[src/rtl/adder_share_pkg.sv]
// Shared types and constants for the adder-sharing controller slice.
package adder_share_pkg;

  typedef enum logic [1:0] {
    ST_IDLE,
    ST_CALC,
    ST_RESP
  } state_e;

  localparam int unsigned DEF_WIDTH = 32;
  localparam int unsigned DEF_NREQ  = 4;

  // Requester id width; a single requester still gets a 1-bit id.
  function automatic int unsigned id_width(input int unsigned n);
    return (n <= 1) ? 1 : $clog2(n);
  endfunction

endpackage

[src/rtl/CSA_ADDER3.sv]
// Shared WIDTH-bit adder: S/Cout = A + B + Cin.
module CSA_ADDER3 #(
  parameter int unsigned WIDTH = 32
) (
  input  logic [WIDTH-1:0] A,
  input  logic [WIDTH-1:0] B,
  input  logic             Cin,
  output logic [WIDTH-1:0] S,
  output logic             Cout
);

  assign {Cout, S} = {1'b0, A} + {1'b0, B} + {{WIDTH{1'b0}}, Cin};

endmodule

[src/rtl/adder_share_ctrl_rr_arbiter.sv]
// Round-robin arbiter: grants the first request at or after ptr, wrapping.
module rr_arbiter
  import adder_share_pkg::*;
#(
  parameter  int unsigned NREQ = DEF_NREQ,
  localparam int unsigned IDW  = id_width(NREQ)
) (
  input  logic [NREQ-1:0] req,
  input  logic [IDW-1:0]  ptr,
  output logic [NREQ-1:0] gnt,
  output logic [IDW-1:0]  gnt_id,
  output logic            gnt_any
);

  logic [IDW-1:0] idx;

  always_comb begin
    gnt     = '0;
    gnt_id  = '0;
    gnt_any = 1'b0;
    idx     = '0;
    for (int unsigned i = 0; i < NREQ; i++) begin
      idx = IDW'((32'(ptr) + i) % NREQ);
      if (!gnt_any && req[idx]) begin
        gnt_any  = 1'b1;
        gnt[idx] = 1'b1;
        gnt_id   = idx;
      end
    end
  end

endmodule

[src/rtl/adder_share_ctrl.sv]
// Shares one CSA_ADDER3 among NREQ requesters with round-robin grant.
// Define ADDER_OVF_EN to add the registered signed-overflow output rsp_ovf.
module adder_share_ctrl
  import adder_share_pkg::*;
#(
  parameter  int unsigned WIDTH = DEF_WIDTH,
  parameter  int unsigned NREQ  = DEF_NREQ,
  localparam int unsigned IDW   = id_width(NREQ)
) (
  input  logic                  clk,
  input  logic                  rst,
  input  logic [NREQ-1:0]       req_valid,
  output logic [NREQ-1:0]       req_ready,
  input  logic [NREQ*WIDTH-1:0] req_a,
  input  logic [NREQ*WIDTH-1:0] req_b,
  input  logic [NREQ-1:0]       req_cin,
  output logic                  rsp_valid,
  input  logic                  rsp_ready,
  output logic [IDW-1:0]        rsp_id,
  output logic [WIDTH-1:0]      rsp_sum,
  output logic                  rsp_cout,
`ifdef ADDER_OVF_EN
  output logic                  rsp_ovf,
`endif
  output logic                  busy
);

  state_e           state_q, state_d;
  logic [IDW-1:0]   rr_ptr_q, rr_ptr_d;
  logic [WIDTH-1:0] op_a_q, op_a_d, op_b_q, op_b_d;
  logic             op_cin_q, op_cin_d;
  logic [IDW-1:0]   op_id_q, op_id_d;
  logic [IDW-1:0]   rsp_id_q, rsp_id_d;
  logic [WIDTH-1:0] rsp_sum_q, rsp_sum_d;
  logic             rsp_cout_q, rsp_cout_d;
`ifdef ADDER_OVF_EN
  logic             rsp_ovf_q, rsp_ovf_d;
`endif

  logic [NREQ-1:0]  gnt;
  logic [IDW-1:0]   gnt_id;
  logic             gnt_any;
  logic [WIDTH-1:0] sel_a, sel_b, add_s;
  logic             sel_cin, add_cout;

  rr_arbiter #(.NREQ(NREQ)) u_arb (
    .req     (req_valid),
    .ptr     (rr_ptr_q),
    .gnt     (gnt),
    .gnt_id  (gnt_id),
    .gnt_any (gnt_any)
  );

  // The adder only ever sees captured operands, never live request inputs.
  CSA_ADDER3 #(.WIDTH(WIDTH)) u_adder (
    .A    (op_a_q),
    .B    (op_b_q),
    .Cin  (op_cin_q),
    .S    (add_s),
    .Cout (add_cout)
  );

  always_comb begin
    sel_a   = '0;
    sel_b   = '0;
    sel_cin = 1'b0;
    for (int unsigned i = 0; i < NREQ; i++) begin
      if (gnt[i]) begin
        sel_a   = req_a[i*WIDTH +: WIDTH];
        sel_b   = req_b[i*WIDTH +: WIDTH];
        sel_cin = req_cin[i];
      end
    end
  end

  always_comb begin
    state_d    = state_q;
    rr_ptr_d   = rr_ptr_q;
    op_a_d     = op_a_q;
    op_b_d     = op_b_q;
    op_cin_d   = op_cin_q;
    op_id_d    = op_id_q;
    rsp_id_d   = rsp_id_q;
    rsp_sum_d  = rsp_sum_q;
    rsp_cout_d = rsp_cout_q;
`ifdef ADDER_OVF_EN
    rsp_ovf_d  = rsp_ovf_q;
`endif
    unique case (state_q)
      ST_IDLE: begin
        if (gnt_any) begin
          op_a_d   = sel_a;
          op_b_d   = sel_b;
          op_cin_d = sel_cin;
          op_id_d  = gnt_id;
          rr_ptr_d = (32'(gnt_id) == NREQ - 1) ? '0 : gnt_id + 1'b1;
          state_d  = ST_CALC;
        end
      end
      ST_CALC: begin
        rsp_sum_d  = add_s;
        rsp_cout_d = add_cout;
        rsp_id_d   = op_id_q;
`ifdef ADDER_OVF_EN
        rsp_ovf_d  = (op_a_q[WIDTH-1] == op_b_q[WIDTH-1]) &&
                     (add_s[WIDTH-1] != op_a_q[WIDTH-1]);
`endif
        state_d    = ST_RESP;
      end
      ST_RESP: begin
        if (rsp_ready) state_d = ST_IDLE;
      end
      default: state_d = ST_IDLE;
    endcase
  end

  always_ff @(posedge clk or posedge rst) begin
    if (rst) begin
      state_q    <= ST_IDLE;
      rr_ptr_q   <= '0;
      op_a_q     <= '0;
      op_b_q     <= '0;
      op_cin_q   <= 1'b0;
      op_id_q    <= '0;
      rsp_id_q   <= '0;
      rsp_sum_q  <= '0;
      rsp_cout_q <= 1'b0;
`ifdef ADDER_OVF_EN
      rsp_ovf_q  <= 1'b0;
`endif
    end else begin
      state_q    <= state_d;
      rr_ptr_q   <= rr_ptr_d;
      op_a_q     <= op_a_d;
      op_b_q     <= op_b_d;
      op_cin_q   <= op_cin_d;
      op_id_q    <= op_id_d;
      rsp_id_q   <= rsp_id_d;
      rsp_sum_q  <= rsp_sum_d;
      rsp_cout_q <= rsp_cout_d;
`ifdef ADDER_OVF_EN
      rsp_ovf_q  <= rsp_ovf_d;
`endif
    end
  end

  assign req_ready = (state_q == ST_IDLE) ? gnt : '0;
  assign rsp_valid = (state_q == ST_RESP);
  assign busy      = (state_q != ST_IDLE);
  assign rsp_id    = rsp_id_q;
  assign rsp_sum   = rsp_sum_q;
  assign rsp_cout  = rsp_cout_q;
`ifdef ADDER_OVF_EN
  assign rsp_ovf   = rsp_ovf_q;
`endif

endmodule

[config.mk]
export PLATFORM = sky130hd
export DESIGN_NAME = adder_share_ctrl
export DESIGN_NICKNAME = d
export VERILOG_FILES = /design/src/rtl/adder_share_pkg.sv /design/src/rtl/CSA_ADDER3.sv /design/src/rtl/adder_share_ctrl_rr_arbiter.sv /design/src/rtl/adder_share_ctrl.sv
export SDC_FILE = /design/constraint.sdc
export NUM_CORES = 1
export LEC_CHECK = 0
export ABC_AREA = 1
export ABC_CLOCK_PERIOD_IN_PS = 5400
export CAP_MARGIN = 10
export CORE_MARGIN = 5
export CORE_UTILIZATION = 50
export CTS_BUF_LIST = sky130_fd_sc_hd__clkbuf_16
export DETAILED_ROUTE_END_ITERATION = 8
export PLACE_DENSITY = 0.93
export SLEW_MARGIN = 20
export SYNTH_ARGS = -nofsm -noshare
export SYNTH_HDL_FRONTEND = slang
export SYNTH_HIERARCHICAL = 1
export SYNTH_SLANG_ARGS = --single-unit
export TNS_END_PERCENT = 50
[constraint.sdc]
create_clock -name clk -period 5.4 [get_ports clk]
set_input_delay 1.08 -clock clk [delete_from_list [all_inputs] [get_ports clk]]
set_output_delay 1.08 -clock clk [all_outputs]
set_load 0.01 [all_outputs]
# After elaboration in Yosys (flattened, before gate mapping)
# Cells that the tools add are included.
# totals
regBits	106
latch_bits	0
mem_bits_rw	0
rom_bits	0
out_inout_bits	41
elab_cells	90
mem_count	0
# classes
addsub	6
mul	0
div_mod_pow	0
order_cmp	8
n_eq_ne	5
shift	0
n_mux	45
bitwise_logic	3
reduce_logical	14
# ops
operator	n
32-bit two-way mux	8
32-bit by 32-bit adder with 33-bit output	1
33-bit by 1-bit adder with 33-bit output	1
4-bit two-way mux	5
1-bit two-way mux	16
2-bit two-way mux	7
2-bit by 3-bit < comparator with 1-bit output (second input constant)	4
4-bit OR	3
1-bit binary-select mux with 2-bit select	4
1-bit demux with 2-bit select	4
2-bit by 1-bit >= comparator with 1-bit output (second input constant)	4
1-bit logical AND	7
2-bit case mux with 3 select lines	1
2-bit by 1-bit adder with 2-bit output (second input constant)	2
2-bit adder (second input constant)	2
2-bit equality test (second input constant)	2
2-bit AND reduction	2
1-bit logical NOT	3
2-bit by 1-bit equality test with 1-bit output (second input constant)	1
2-bit logical NOT	1
2-bit by 1-bit inequality test with 1-bit output (second input constant)	1
2-bit inequality test (second input constant)	1
2-bit nonzero test	1

# Logic depth before layout (Yosys ltp)
# depth
depth_word	16
mapped_depth	18
mapped_depth_nobuf	15

# Hierarchy
# Netlist, hierarchy kept.
# by_module_without_submodules
mod	n_inst	cells_each	area_each_um2	seq_area_each_um2
adder_share_ctrl	1	951	6475.0	2652.5
CSA_ADDER3	1	505	2393.5	0.0
rr_arbiter	1	74	440.4	0.0

# Least setup slack after synthesis
# No wires, ideal clock.
# synth_path
path_type	input -> output
start	input port req_valid[3]
end	output port req_ready[0]
t_arrival_ps	2347
required_ps	4320
setup_slack_ps	1973
stages	11
path_cell_list	inv_1 -> nand2_1 -> nand3_4 -> nand2_4 -> nor2_1 -> a21oi_1 -> nand3_1 -> buf_4 -> buf_4 -> inv_1 -> nor2_1
# synth_between
elab_chain_cells	13
elab_cells_between_ends	25
cone_classes	mux: 16; bitwise: 3; reduce/logical: 6
# synth_lines
element	line	text
start, declared	adder_share_ctrl.sv:12	input logic [NREQ-1:0] req_valid,
1-bit binary-select mux with 2-bit select	adder_share_ctrl_rr_arbiter.sv:24	if (!gnt_any && req[idx]) begin
1-bit two-way mux (not written as such)	adder_share_ctrl_rr_arbiter.sv:24	
1-bit two-way mux	adder_share_ctrl_rr_arbiter.sv:24	
1-bit logical NOT	adder_share_ctrl_rr_arbiter.sv:24	
1-bit logical AND	adder_share_ctrl_rr_arbiter.sv:24	
1-bit two-way mux	adder_share_ctrl_rr_arbiter.sv:24	
1-bit logical NOT	adder_share_ctrl_rr_arbiter.sv:24	
1-bit logical AND	adder_share_ctrl_rr_arbiter.sv:24	
1-bit two-way mux	adder_share_ctrl_rr_arbiter.sv:24	
1-bit logical NOT	adder_share_ctrl_rr_arbiter.sv:24	
1-bit logical AND	adder_share_ctrl_rr_arbiter.sv:24	
4-bit two-way mux (*)	adder_share_ctrl_rr_arbiter.sv:24	
named net gnt[0]	adder_share_ctrl.sv:40	logic [NREQ-1:0] gnt;
4-bit two-way mux (*)	adder_share_ctrl.sv:147	assign req_ready = (state_q == ST_IDLE) ? gnt : '0;
end, declared	adder_share_ctrl.sv:13	output logic [NREQ-1:0] req_ready,
# Mark *: on every way through the listed nets, which the timed path passes. The rest lies on a longest branch. The select of a mux whose other input is x is not followed.

# Worst setup path in the final report
# layout_path
start	input port req_valid[1]
end	output port req_ready[1]
# The elaborated chain is that of the path after synthesis.

==> impl_results.rst <==
.. list-table::
   :header-rows: 1

   * - Metric
     - Value
   * - Total number of vias
     - 10700
   * - I/O Buffers
     - 307
   * - Crit. End Element
     - output pin
   * - Pin count of the biggest net entering global routing
     - 94
   * - Number of enable flip-flop cells after synthesis
     - 0
   * - Crit-path cells
     - clkdlybuf4s50_1 > inv_1 > nand2_1 > nand3_2 > nand2_4 > nor2_1 > a21oi_1 > nand3_2 > inv_2 > nor2_1 > clkdlybuf4s50_1
   * - Most common cell after layout, fill and taps aside
     - nand2_1
   * - Critical register-to-register path endpoint
     - op_b_q[17]$_DFFE_PP0P_
   * - Warning count from the yosys run
     - 6
   * - Net count after synthesis
     - 1836
   * - Slowest library cell on the worst path
     - clkdlybuf4s50_1
   * - Ys flop type
     - dfrtp_1
   * - Layout cell share with drive strength beyond 1
     - 5.24%
   * - CP Data Arrival Time
     - 3220 ps
   * - Number of flip-flops and latches in the synthesized netlist
     - 106
   * - Hold Crit Class
     - flop to flop
   * - Antenna violations before repair
     - 3
   * - Max-cap violation count
     - 0
   * - Start point of the critical path
     - req_valid[1]
   * - Clk_skew
     - 7.26 ps
   * - Die boundary height
     - 146 um
   * - Nature of the critical path startpoint
     - primary input
   * - Setup tns final
     - 0 ps
   * - Post-route cell area
     - 12700 sq um
   * - CTS Sinks
     - 106
   * - Area of the mapped netlist
     - 9310 sq um
   * - Highest clock rate
     - 233 MHz
   * - Num CTS Buffers
     - 9
   * - Area overhead of the layout relative to synthesis
     - 36.0%
   * - Number of buffers on the longest clock path
     - 2
   * - Total congestion overflow after global routing
     - 0
   * - Root Buffer
     - clkbuf_16
   * - Share of synthesized area occupied by flip-flops and latches
     - 28.5%
   * - Pwr per Cell Area
     - 694 nW/um^2
   * - Wirelength, routed
     - 32200 um
   * - Status
     - finished, final reports clean
   * - Synthesized netlist cell count
     - 1530
   * - Global-route wire length before repair
     - 50900 um
   * - Final design utilization
     - 68.4%
   * - Commonest cells after routing, fill and taps aside
     - nand2_1 (709), clkdlybuf4s50_1 (307), nor2_1 (174)
   * - Slew at the pin closest to its max-slew limit
     - 890 ps
   * - Post-detailed-placement cell area
     - 12400 sq um
   * - Logic depth of the worst setup path including buffers
     - 11
   * - Number of remaining DRC errors
     - 0
   * - Worst hold start
     - op_b_q[10]$_DFFE_PP0P_
   * - Storage cell area
     - 2650 sq um
   * - Number of top-level pins
     - 308
   * - FFs w/ async S/R, synth
     - 100%
   * - Clk Latency, worst-skew pair
     - 360 ps
   * - Routed wirelength normalized by instance count
     - 15.9 um
   * - Post-synthesis cell type with the largest combined area
     - nand2_1
   * - Number of routed nets with antenna violations
     - 0
   * - Average cell area after synthesis
     - 6.08 sq um
   * - Crit path required time
     - 4320 ps
   * - Final critical-path required period
     - 4300 ps
   * - Post-CTS Setup Repair Bufs
     - 0
   * - Gate family responsible for the most delay along the worst path
     - buffers and inverters
   * - Overall Global Routing Usage
     - 29.2%
   * - Register-to-register setup slack
     - 2120 ps
   * - Peak supply drop
     - 0.998 mV
   * - Pins Over Slew Limit
     - 0
   * - Filler instances
     - 1629
   * - Starting density of the core
     - 50.3%
   * - Nets
     - 2096
   * - Post-synth top area share
     - 28.6%
   * - Buffering stage count on the worst path with inverters included
     - 4
   * - Final Hold Viols
     - 0
   * - CTS clk-pin slew, worst paths
     - 70 ps
   * - Worst-case reg-to-reg path depth
     - 15
   * - Total of endpoints with negative setup slack in the final report
     - 0
   * - Hpwl dp
     - 25100 um
   * - Hold buffer count at CTS
     - 0
   * - Reg2reg start
     - rr_ptr_q[0]$_DFFE_PP0P_
   * - Number of distinct library cell variants in the gate-level netlist after synthesis
     - 35
   * - TritonCTS clock tree
     - built
   * - Share of the cycle needed by the critical path after routing
     - 79.6%
   * - Initial detailed-routing violation count
     - 798
   * - Leakage component of the power
     - 0.00692 uW
   * - Placer congestion estimate
     - 0.935
   * - Biggest fanout along the worst timing path
     - 6
   * - Row count
     - 50
   * - Placeable core region
     - 18500 sq um
   * - Total power consumption of the routed design
     - 8790 uW
   * - Die Span X
     - 146 um
   * - DR vias/cell
     - 5.27
   * - Post-CTS Resized
     - 0
   * - Max incr delay on CP
     - 560 ps
   * - Most area-consuming cells after synthesis
     - nand2_1 (29%), dfrtp_1 (28%), nor2_1 (7.0%), nand3_1 (5.7%), inv_1 (5.2%)
   * - Setup repair after global routing missed its margin
     - false
   * - # H-tree levels
     - 3
   * - Kind of critical path
     - primary input to output pin
   * - End point of the critical path
     - req_ready[1]
   * - Combined area of the multi-input logic cells
     - 5760 sq um
   * - Max-slew headroom
     - 40.7%
   * - Total die area
     - 21400 sq um
   * - Vias in the first global route
     - 10100
   * - First-pass detailed-route iteration total
     - 7
[per-layer routing]
metal / wire, um / GRT usage (%) / vias to the layer above / part of all wire, %
met5: 13 / 0 / - / 0.040
met4: 1090 / 11.0 / 2 / 3.4
met3: 2540 / 5.52 / 85 / 7.9
met2: 15500 / 49.3 / 479 / 48
met1: 13100 / 37.2 / 4885 / 41
li1: - / - / 5254 / -
[how the worst min path moves through the flow]
stage	end	slack, ps	depth (start not counted)
floorplan	op_id_q[1]$_DFFE_PP0P_	450	2
global placement	op_id_q[1]$_DFFE_PP0P_	460	2
detailed placement	op_b_q[10]$_DFFE_PP0P_	470	2
CTS	op_b_q[10]$_DFFE_PP0P_	490	2
global route	op_b_q[10]$_DFFE_PP0P_	500	2
finish	op_b_q[10]$_DFFE_PP0P_	480	2
[tightest hold or removal path, cell delays in order (launching register included)]
cell and delay, ps:
dfrtp_1 350, nand2_1 50, nand2_1 50
[cell type report]
type	count	share of cell area (%)
Antenna cell	2	0.0395
Clock buffer	9	1.78
Clock inverter	7	0.484
Inverter	135	4.02
Multi-Input combinational cell	1222	45.5
Sequential cell	106	21.0
Tap cell	234	2.31
Timing Repair Buffer	316	24.9
[cells by family (layout without fill, tap and decap cells)]
| family | count (synthesis) | count (layout) | share of synthesized area, % |
|---|---|---|---|
| and+or+nand+nor | 1030 | 1030 | 44.4 |
| adders and majority gates | 39 | 39 | 5.40 |
| buffers and inverters | 202 | 467 | 9.95 |
| xor gates and xnor gates | 15 | 15 | 1.41 |
| AOI/OAI and AO/OA | 103 | 103 | 5.73 |
| other | 0 | 2 | 0 |
| DFF | 106 | 106 | 28.5 |
| muxes | 35 | 35 | 4.60 |
[per-stage QoR]
| step | setup WS (ps) | cells | hold slack [ps] |
|---|---|---|---|
| detailed placement | 1140 | 2013 | 470 |
| CTS | 1140 | 2029 | 489 |
| floorplan | 1530 | 1530 | 445 |
| finish | 1100 | 2031 | 484 |
| global route | 977 | 2031 | 500 |
| global placement | 1180 | 2013 | 463 |
[state kept, by name (all words and copies together) (netlist names)]
signal    cells
op_a_q       32
op_b_q       32
op_cin_q      1
op_id_q       2
rr_ptr_q      2
rsp_cout      1
rsp_id        2
rsp_sum      32
state_q       2
[synthesized netlist by cell type (all sizes together), types with 2 or more instances]
| master | number |
|---|---|
| a21boi | 4 |
| a21oi | 93 |
| buf | 58 |
| clkbuf | 9 |
| dfrtp | 106 |
| fa | 2 |
| ha | 37 |
| inv | 135 |
| mux2 | 35 |
| nand2 | 724 |
| nand3 | 110 |
| nand4 | 10 |
| nor2 | 177 |
| nor3 | 5 |
| o21ai | 3 |
| or2 | 2 |
| xor2 | 14 |
[report_power, final]
group          switching [uW]  total (uW)  internal (uW)  leakage, uW
clock network             319         641            322     0.000141
registers                 273        1480           1210      0.00132
logic                    4300        6670           2370      0.00546
total                    4890        8790           3900      0.00692
(Power assumes the default switching activity.)
